`config.mk`:
```
export PLATFORM = sky130hd
export DESIGN_NAME = alu_ex_stage
export DESIGN_NICKNAME = d
export VERILOG_FILES = /design/src/rtl/alu_ex_stage_pkg.sv /design/src/rtl/alu_ex_stage_alu.sv /design/src/rtl/alu_ex_stage.sv
export SDC_FILE = /design/constraint.sdc
export NUM_CORES = 1
export LEC_CHECK = 0
export ABC_AREA = 1
export CAP_MARGIN = 20
export CORE_UTILIZATION = 55
export CTS_CLUSTER_SIZE = 10
export DETAILED_ROUTE_END_ITERATION = 12
export GPL_TIMING_DRIVEN = 0
export PLACE_DENSITY_LB_ADDON = 0.2
export SLEW_MARGIN = 20
export SYNTH_ARGS = -nofsm -noshare
export SYNTH_HDL_FRONTEND = slang
export SYNTH_SLANG_ARGS = --single-unit
```
`constraint.sdc`:
```
create_clock -name clk -period 1.8 [get_ports clk]
set_clock_uncertainty 0.1 [all_clocks]
set_input_delay 0.45 -clock clk [delete_from_list [all_inputs] [get_ports clk]]
set_output_delay 0.45 -clock clk [all_outputs]
set_load 0.005 [all_outputs]
```
`src/rtl/alu_ex_stage_pkg.sv`:
```
`default_nettype none
// ============================================================================
//  Module   : alu_ex_stage_pkg
//  Purpose  : ALU operation codes and datapath width shared by the EX stage
//  Revision : 1.0  initial release
// ============================================================================
package alu_ex_stage_pkg;

    localparam int ALU_DW = 32;

    // Logic
    localparam logic [7:0] EXE_AND_OP  = 8'b0010_0100;
    localparam logic [7:0] EXE_OR_OP   = 8'b0010_0101;
    localparam logic [7:0] EXE_XOR_OP  = 8'b0010_0110;
    localparam logic [7:0] EXE_NOR_OP  = 8'b0010_0111;
    localparam logic [7:0] EXE_ANDI_OP = 8'b0101_1001;
    localparam logic [7:0] EXE_ORI_OP  = 8'b0101_1010;
    localparam logic [7:0] EXE_XORI_OP = 8'b0101_1011;
    localparam logic [7:0] EXE_LUI_OP  = 8'b0101_1100;

    // Shifts
    localparam logic [7:0] EXE_SLL_OP  = 8'b0111_1100;
    localparam logic [7:0] EXE_SLLV_OP = 8'b0000_0100;
    localparam logic [7:0] EXE_SRL_OP  = 8'b0000_0010;
    localparam logic [7:0] EXE_SRLV_OP = 8'b0000_0110;
    localparam logic [7:0] EXE_SRA_OP  = 8'b0000_0011;
    localparam logic [7:0] EXE_SRAV_OP = 8'b0000_0111;

    // Arithmetic, compare, memory address, branch compare
    localparam logic [7:0] EXE_SLT_OP  = 8'b0010_1010;
    localparam logic [7:0] EXE_ADD_OP  = 8'b0010_0000;
    localparam logic [7:0] EXE_ADDI_OP = 8'b0101_0101;
    localparam logic [7:0] EXE_SUB_OP  = 8'b0010_0010;
    localparam logic [7:0] EXE_BEQ_OP  = 8'b0101_0001;
    localparam logic [7:0] EXE_LW_OP   = 8'b1110_0011;
    localparam logic [7:0] EXE_SW_OP   = 8'b1110_1011;

endpackage
`default_nettype wire

```
`src/rtl/alu_ex_stage_alu.sv`:
```
`default_nettype none
// ============================================================================
//  Module   : alu_ex_stage_alu
//  Purpose  : Combinational MIPS ALU: result and signed overflow per opcode
//  Revision : 1.0  initial release
// ============================================================================
module alu_ex_stage_alu
    import alu_ex_stage_pkg::*;
#(
    parameter int DW = ALU_DW
) (
    input  logic [7:0]    alucontrol,
    input  logic [DW-1:0] a,
    input  logic [DW-1:0] b,
    input  logic [4:0]    sa,
    output logic [DW-1:0] result,
    output logic          overflow
);

    logic [DW-1:0] w_add;
    logic [DW-1:0] w_sub;

    assign w_add = a + b;
    assign w_sub = a - b;

    // Opcode decode; unknown codes yield zero result and no overflow
    always_comb begin
        result   = '0;
        overflow = 1'b0;
        case (alucontrol)
            EXE_AND_OP, EXE_ANDI_OP: result = a & b;
            EXE_OR_OP,  EXE_ORI_OP:  result = a | b;
            EXE_XOR_OP, EXE_XORI_OP: result = a ^ b;
            EXE_NOR_OP:              result = ~(a | b);
            EXE_LUI_OP:              result = {b[15:0], {(DW-16){1'b0}}};
            EXE_SLL_OP:              result = b << sa;
            EXE_SRL_OP:              result = b >> sa;
            EXE_SRA_OP:              result = $signed(b) >>> sa;
            EXE_SLLV_OP:             result = b << a[4:0];
            EXE_SRLV_OP:             result = b >> a[4:0];
            EXE_SRAV_OP:             result = $signed(b) >>> a[4:0];
            EXE_ADD_OP, EXE_ADDI_OP: begin
                result   = w_add;
                overflow = (a[DW-1] == b[DW-1]) && (w_add[DW-1] != a[DW-1]);
            end
            // Address arithmetic never traps
            EXE_LW_OP, EXE_SW_OP:    result = w_add;
            EXE_SUB_OP: begin
                result   = w_sub;
                overflow = (a[DW-1] != b[DW-1]) && (w_sub[DW-1] != a[DW-1]);
            end
            EXE_BEQ_OP:              result = w_sub;
            EXE_SLT_OP:              result = {{(DW-1){1'b0}}, ($signed(a) < $signed(b))};
            default: begin
                result   = '0;
                overflow = 1'b0;
            end
        endcase
    end

endmodule
`default_nettype wire

```
`src/rtl/alu_ex_stage.sv`:
```
`default_nettype none
// ============================================================================
//  Module   : alu_ex_stage
//  Purpose  : MIPS execute stage - ALU plus 2-entry skid-buffered output
//             register with valid/ready handshake on both sides
//  Revision : 1.0  initial release
// ============================================================================
module alu_ex_stage
    import alu_ex_stage_pkg::*;
#(
    parameter int DW = ALU_DW,
    parameter int RW = 5
) (
    input  logic          clk,
    input  logic          resetn,
    input  logic          flush,
    input  logic          in_valid,
    output logic          in_ready,
    input  logic [7:0]    alucontrol,
    input  logic [DW-1:0] srca,
    input  logic [DW-1:0] srcb,
    input  logic [4:0]    sa,
    input  logic [RW-1:0] wreg,
    input  logic          regwrite_i,
    input  logic          memtoreg_i,
    input  logic          memwrite_i,
    output logic          out_valid,
    input  logic          out_ready,
    output logic [DW-1:0] aluresult,
    output logic          zero,
    output logic          overflow,
    output logic [DW-1:0] writedata,
    output logic [RW-1:0] wreg_o,
    output logic          regwrite_o,
    output logic          memtoreg_o,
    output logic          memwrite_o
);

    // Payload: result, zero, overflow, store data, dest reg, 3 control bits
    localparam int PW = 2 * DW + RW + 5;

    logic [DW-1:0] w_result;
    logic          w_overflow;
    logic [PW-1:0] w_new;
    logic          w_accept;
    logic          w_m_free;

    logic          r_m_valid;
    logic          r_s_valid;
    logic [PW-1:0] r_m;
    logic [PW-1:0] r_s;

    alu_ex_stage_alu #(.DW(DW)) u_alu (
        .alucontrol (alucontrol),
        .a          (srca),
        .b          (srcb),
        .sa         (sa),
        .result     (w_result),
        .overflow   (w_overflow)
    );

    // An overflowing op must not write the register file
    assign w_new = {w_result, (w_result == '0), w_overflow, srcb, wreg,
                    regwrite_i & ~w_overflow, memtoreg_i, memwrite_i};

    // in_ready comes straight from a flop: ready whenever the skid slot is empty
    assign in_ready = ~r_s_valid;
    assign w_accept = in_valid & in_ready;
    // Main register can take new contents if empty or emptying this cycle
    assign w_m_free = ~r_m_valid | out_ready;

    assign out_valid = r_m_valid;
    assign {aluresult, zero, overflow, writedata, wreg_o,
            regwrite_o, memtoreg_o, memwrite_o} = r_m;

    // Occupancy of main and skid entries; flush dominates everything else
    always_ff @(posedge clk or negedge resetn) begin
        if (!resetn) begin
            r_m_valid <= 1'b0;
            r_s_valid <= 1'b0;
        end else if (flush) begin
            r_m_valid <= 1'b0;
            r_s_valid <= 1'b0;
        end else if (w_m_free) begin
            if (r_s_valid) begin
                r_m_valid <= 1'b1;
                r_s_valid <= 1'b0;
            end else begin
                r_m_valid <= w_accept;
            end
        end else if (w_accept) begin
            r_s_valid <= 1'b1;
        end
    end

    // Main payload: skid entry has priority (it is older than any new op)
    always_ff @(posedge clk or negedge resetn) begin
        if (!resetn) begin
            r_m <= '0;
        end else if (!flush && w_m_free) begin
            if (r_s_valid) begin
                r_m <= r_s;
            end else if (w_accept) begin
                r_m <= w_new;
            end
        end
    end

    // Skid payload captures an op accepted while the main entry is stalled
    always_ff @(posedge clk or negedge resetn) begin
        if (!resetn) begin
            r_s <= '0;
        end else if (!flush && !w_m_free && w_accept) begin
            r_s <= w_new;
        end
    end

endmodule
`default_nettype wire

```
==> results of run 1 <==
## metal layers
| layer | overflow | track usage |
|---|---|---|
| met5 | 3 | 0.425 |
| met3 | 6 | 0.761 |
| met4 | 117 | 0.877 |
| met2 | 128 | 0.977 |
| met1 | 5 | 0.860 |
## cell families after synthesis
| logic type | after synthesis |
|---|---|
| fa+ha+maj | 103 |
| simple gates | 2073 |
| xor+xnor | 5 |
| buf+inv | 411 |
| flops | 150 |
| compound gates | 473 |
## metrics by stage
step / area [µm²] / util / TNS [ps] / instances
3_5_place_dp: 21900 / 0.670 / -274010 / 3823
2_1_floorplan: 19700 / - / -42860 / 3215
3_3_place_gp: 21900 / 0.669 / -1065400 / 3822
4_1_cts: 29000 / 0.886 / -69750 / 4100
## repair_timing
action / in CTS
endpoints found under the setup margin: 224
hold endpoints to repair: 60
gates cloned: 14
setup buffers: 237
resized for setup: 1522
pin swaps: 245
hold buffers: 1
==> impl_metrics.tcl, run 1 <==
set metrics [dict create \
    ys_seq_elements 150 \
    ys_seq_area_frac 0.204 \
    synth_commonest_cells "nand2_1, nand3_1, o21ai_0" \
    io_buffer_count 165 \
    die_w_um 185 \
    syn_nets 3408 \
    synth_mux_area_frac 0 \
    synth_top_area_share 0.208 \
    htreeDepth 4 \
    cts_buffers 25 \
    synth_edf_count 0 \
    grt_overflow 259 \
    last-stage-reached "5_1_grt" \
    clk_path_buf_depth 3 \
    grt_pass1_vias 33422 \
    place_congestion 1.26 \
    synth-compound-area-share 0.143 \
    synth_top_family_by_area "simple AND/OR/NAND/NOR gates" \
    firstError "[ERROR GRT-0116] Global routing finished with congestion. Check the congestion regions in the DRC Viewer." \
    synth_area_leaders "nand2_1, dfrtp_1, nand3_1" \
    status "aborted with a tool error" \
    die_h_um 185 \
    dp_slack_ps -3520 \
    synthSimpleGateAreaFrac 0.486 \
    pin_count 166 \
    grt_max_degree 91 \
    cts_root_buffer "clkbuf_16" \
    cts_sinks 150 \
    yosysWarnings 0 \
    synth-xor-area-share 0.00238 \
    syn_inst 3215 \
    initial_core_util 0.562 \
    synth_cell_types 49 \
    ys_async_sr_fraction 1.00 \
    grt.total_usage 0.861 \
    synthFlopType "dfrtp_1" \
    dp_hpwl_um 74000 \
    yosysMostFrequentCell "nand2_1" \
    avgSynthCellArea_um2 5.71 \
    syn-cell-area_mm2 0.0184 \
    synth-adder-area-share 0.0710 \
    yosys.area.top_type "nand2_1" \
    grt_pass1_wl_um 224000 \
    rows 66 \
]
==> inputs of run 2 (changes only) <==
--- a/config.mk
+++ b/config.mk
@@ -7,11 +7,10 @@
 export LEC_CHECK = 0
 export ABC_AREA = 1
 export CAP_MARGIN = 20
-export CORE_UTILIZATION = 55
-export CTS_CLUSTER_SIZE = 10
+export CORE_UTILIZATION = 40
 export DETAILED_ROUTE_END_ITERATION = 12
 export GPL_TIMING_DRIVEN = 0
-export PLACE_DENSITY_LB_ADDON = 0.2
+export PLACE_DENSITY_LB_ADDON = 0.15
 export SLEW_MARGIN = 20
 export SYNTH_ARGS = -nofsm -noshare
 export SYNTH_HDL_FRONTEND = slang
==> constraint.sdc (replaced) <==
create_clock -name clk -period 2.34 [get_ports clk]
set_clock_uncertainty 0.1 [all_clocks]
set_input_delay 0.585 -clock clk [delete_from_list [all_inputs] [get_ports clk]]
set_output_delay 0.585 -clock clk [all_outputs]
set_load 0.005 [all_outputs]
==> impl_metrics.tcl, run 2 <==
set metrics [dict create \
    synth_commonest_cells "nand2_1, nand3_1, o21ai_0" \
    reg2reg_to "r_s[0]$_DFFE_PN0P_" \
    netSwitchingPower_mw 4.97 \
    finalHoldViolCount 15 \
    nNetsFinal 3893 \
    cts_root_buffer "clkbuf_16" \
    required_ps 2610 \
    place_congestion 1.15 \
    layout-drive-gt1-share 0.416 \
    vdd_drop_max_mv 0.624 \
    rsz0062_at_grt "yes" \
    remaining_drc_errors 0 \
    cts_sinks 150 \
    synthFlopType "dfrtp_1" \
    tightestPinTransition_ps 858 \
    finalCritPeriodShare 1.40 \
    yosys.area.top_type "nand2_1" \
    reg_top3 "r_m x74, r_s x74" \
    htreeDepth 4 \
    synth_top_area_share 0.208 \
    yosysMostFrequentCell "nand2_1" \
    crit_type "in2reg" \
    synth_area_leaders "nand2_1, dfrtp_1, nand3_1" \
    power.internal_mw 6.96 \
    drt_wl_total_um 113000 \
    layout_commonest_cell "nand2_1" \
    clk-insertion-delay-late_ps 430 \
    clk_path_buf_depth 2 \
    wl_per_cell_um 26.2 \
    drt_first_iter_violations 3653 \
    syn_nets 3408 \
    reg2regPathDepth 11 \
    status "complete, but fails checks" \
    grt.total_usage 0.445 \
    min-delay-path-class "in2async" \
    vias_per_cell 6.24 \
    setup.worst_path.start_class "primary input" \
    seqPwrFrac 0.268 \
    rows 78 \
    dp_slack_ps -3460 \
    avgSynthCellArea_um2 5.71 \
    cts_tree "done" \
    clkTransAtPathRegs_ps 60 \
    maxCapViolations 0 \
    pin_count 166 \
    cp_data_arrival_time_ps 3540 \
    initial_core_util 0.405 \
    maxSlewViolCount 0 \
    reg2reg_setup_slack_ps 190 \
    ys_seq_area_frac 0.204 \
    r2r_start "out_valid$_DFFE_PN0N_" \
    fin_crit_ps 3270 \
    worst_slack_ps -934 \
    grt_pass1_vias 23955 \
    ys_seq_elements 150 \
    synthToLayoutAreaGrowth_pct 67.4 \
    synth_edf_count 0 \
    fmax_mhz 305 \
    ant_nets 0 \
    die_h_um 216 \
    utilization 0.678 \
    hold_buffers 0 \
    clkPwrFrac 0.223 \
    grt_overflow 0 \
    switching_share 0.417 \
    grt_pass1_wl_um 154000 \
    grt_max_degree 89 \
    dp_hpwl_um 81000 \
    cp-end-kind "register" \
    combPwrFrac 0.510 \
    io_buffer_count 165 \
    cts_buffers 17 \
    worst-path-max-fanout 7 \
    hold_ws_ps -17.2 \
    ys_async_sr_fraction 1.00 \
    yosysWarnings 0 \
    syn_inst 3215 \
    dieArea_mm2 0.0468 \
    power.density_mw_per_mm2 388 \
    die_w_um 216 \
    syn-cell-area_mm2 0.0184 \
    slew_headroom 0.425 \
    layout_common_cells "nand2_1, nand3_1, nand3_2" \
    antenna_found_initial 6 \
    vias 26912 \
    fill_cells 3853 \
    cellLeakagePower_nw 14.1 \
    synth_cell_types 49 \
    violations "hold timing, setup timing" \
    drtPass1Iterations 7 \
    setup_violations 70 \
    core_area_mm2 0.0454 \
]
==> run 2: logic make-up (layout without fill, tap and decap cells) <==
| family | Yosys count | after routing | share of synthesized area |
|---|---|---|---|
| simple gates | 2073 | 2073 | 0.486 |
| compound gates | 473 | 474 | 0.143 |
| buf+inv | 411 | 908 | 0.0935 |
| flops | 150 | 150 | 0.204 |
| fa+ha+maj | 103 | 103 | 0.0710 |
| xor+xnor | 5 | 5 | 0.00238 |
| other cells | 0 | 3 | 0 |
==> run 2: worst max-delay path, stage by stage <==
cell	delay, ps
buf_12	120
clkinvlp_4	130
ha_4	330
buf_4	130
nand2_4	60
inv_1	80
nand2_1	80
nand2_1	100
nand2_2	70
nand3_4	140
xor2_2	190
nor2_2	70
nor3_4	360
nand4_1	220
nor2_4	210
nand2_1	70
nor2_1	80
nand2_1	60
nor2_1	130
nand3_1	120
nand2_1	100
nand2_1	50
nand2_1	50
==> run 2: area by class of cell <==
cell class,count,area (µm²),area share
clock inverters,11,98.8,0.00321
repair buffers,473,4860,0.158
flip-flops and latches,150,3750,0.122
inverters,252,1220,0.0398
well taps,600,751,0.0244
multi-input cells,2655,18100,0.589
diodes,3,7.51,0.000244
plain buffers,151,1460,0.0473
clock buffers,21,480,0.0156
==> run 2: repair_timing <==
item / in CTS / in global routing
pin swaps: 126 / 247
buffers inserted: 141 / 150
gates cloned: 11 / 8
gates resized for setup: 992 / 843
endpoints found under the hold margin: 0 / 0
setup endpoints to repair: 149 / 138
==> run 2: per-layer routing <==
layer,up-vias,global-route usage,share of wire
met5,-,0,0.00044
li1,11745,-,-
met1,12751,0.569,0.38
met2,1859,0.653,0.41
met3,549,0.124,0.12
met4,8,0.294,0.085
==> run 2: power by group through the flow <==
| stage | clock, mW | combinational, mW | sequential [mW] |
|---|---|---|---|
| 2_1_floorplan | 0 | 2.46 | 3.20 |
| 3_3_place_gp | 0 | 4.10 | 3.22 |
| 3_5_place_dp | 0 | 4.14 | 3.23 |
| 4_1_cts | 2.68 | 4.89 | 3.19 |
| 5_1_grt | 2.78 | 6.40 | 3.24 |
| 6_report | 2.66 | 6.08 | 3.20 |
==> run 2: worst max-delay path by stage <==
stage	to	slack [ps]	from
floorplan	r_m[41]$_DFFE_PN0P_	-550	srca[0]
global placement	r_m[48]$_DFFE_PN0P_	-5310	resetn
detailed placement	r_m[41]$_DFFE_PN0P_	-3460	srcb[9]
CTS	r_m[41]$_DFFE_PN0P_	-740	srca[0]
global route	r_m[41]$_DFFE_PN0P_	-1000	srca[0]
finish	r_m[41]$_DFFE_PN0P_	-930	srcb[4]
==> run 2: per-stage QoR <==
step / power (mW) / setup TNS (ps) / hold slack [ps] / cell area, µm² / instances
3_3_place_gp: 7.32 / -1064660 / 361 / 22100 / 3980
2_1_floorplan: 5.66 / -13650 / 189 / 19700 / 3215
5_1_grt: 12.4 / -38060 / 21.3 / 30700 / 4313
4_1_cts: 10.8 / -32100 / 0.349 / 26400 / 4160
3_5_place_dp: 7.37 / -268350 / 358 / 22100 / 3981
6_report: 11.9 / -34690 / -17.2 / 30800 / 4316
Note: power is estimated with default switching activity, not from simulation.
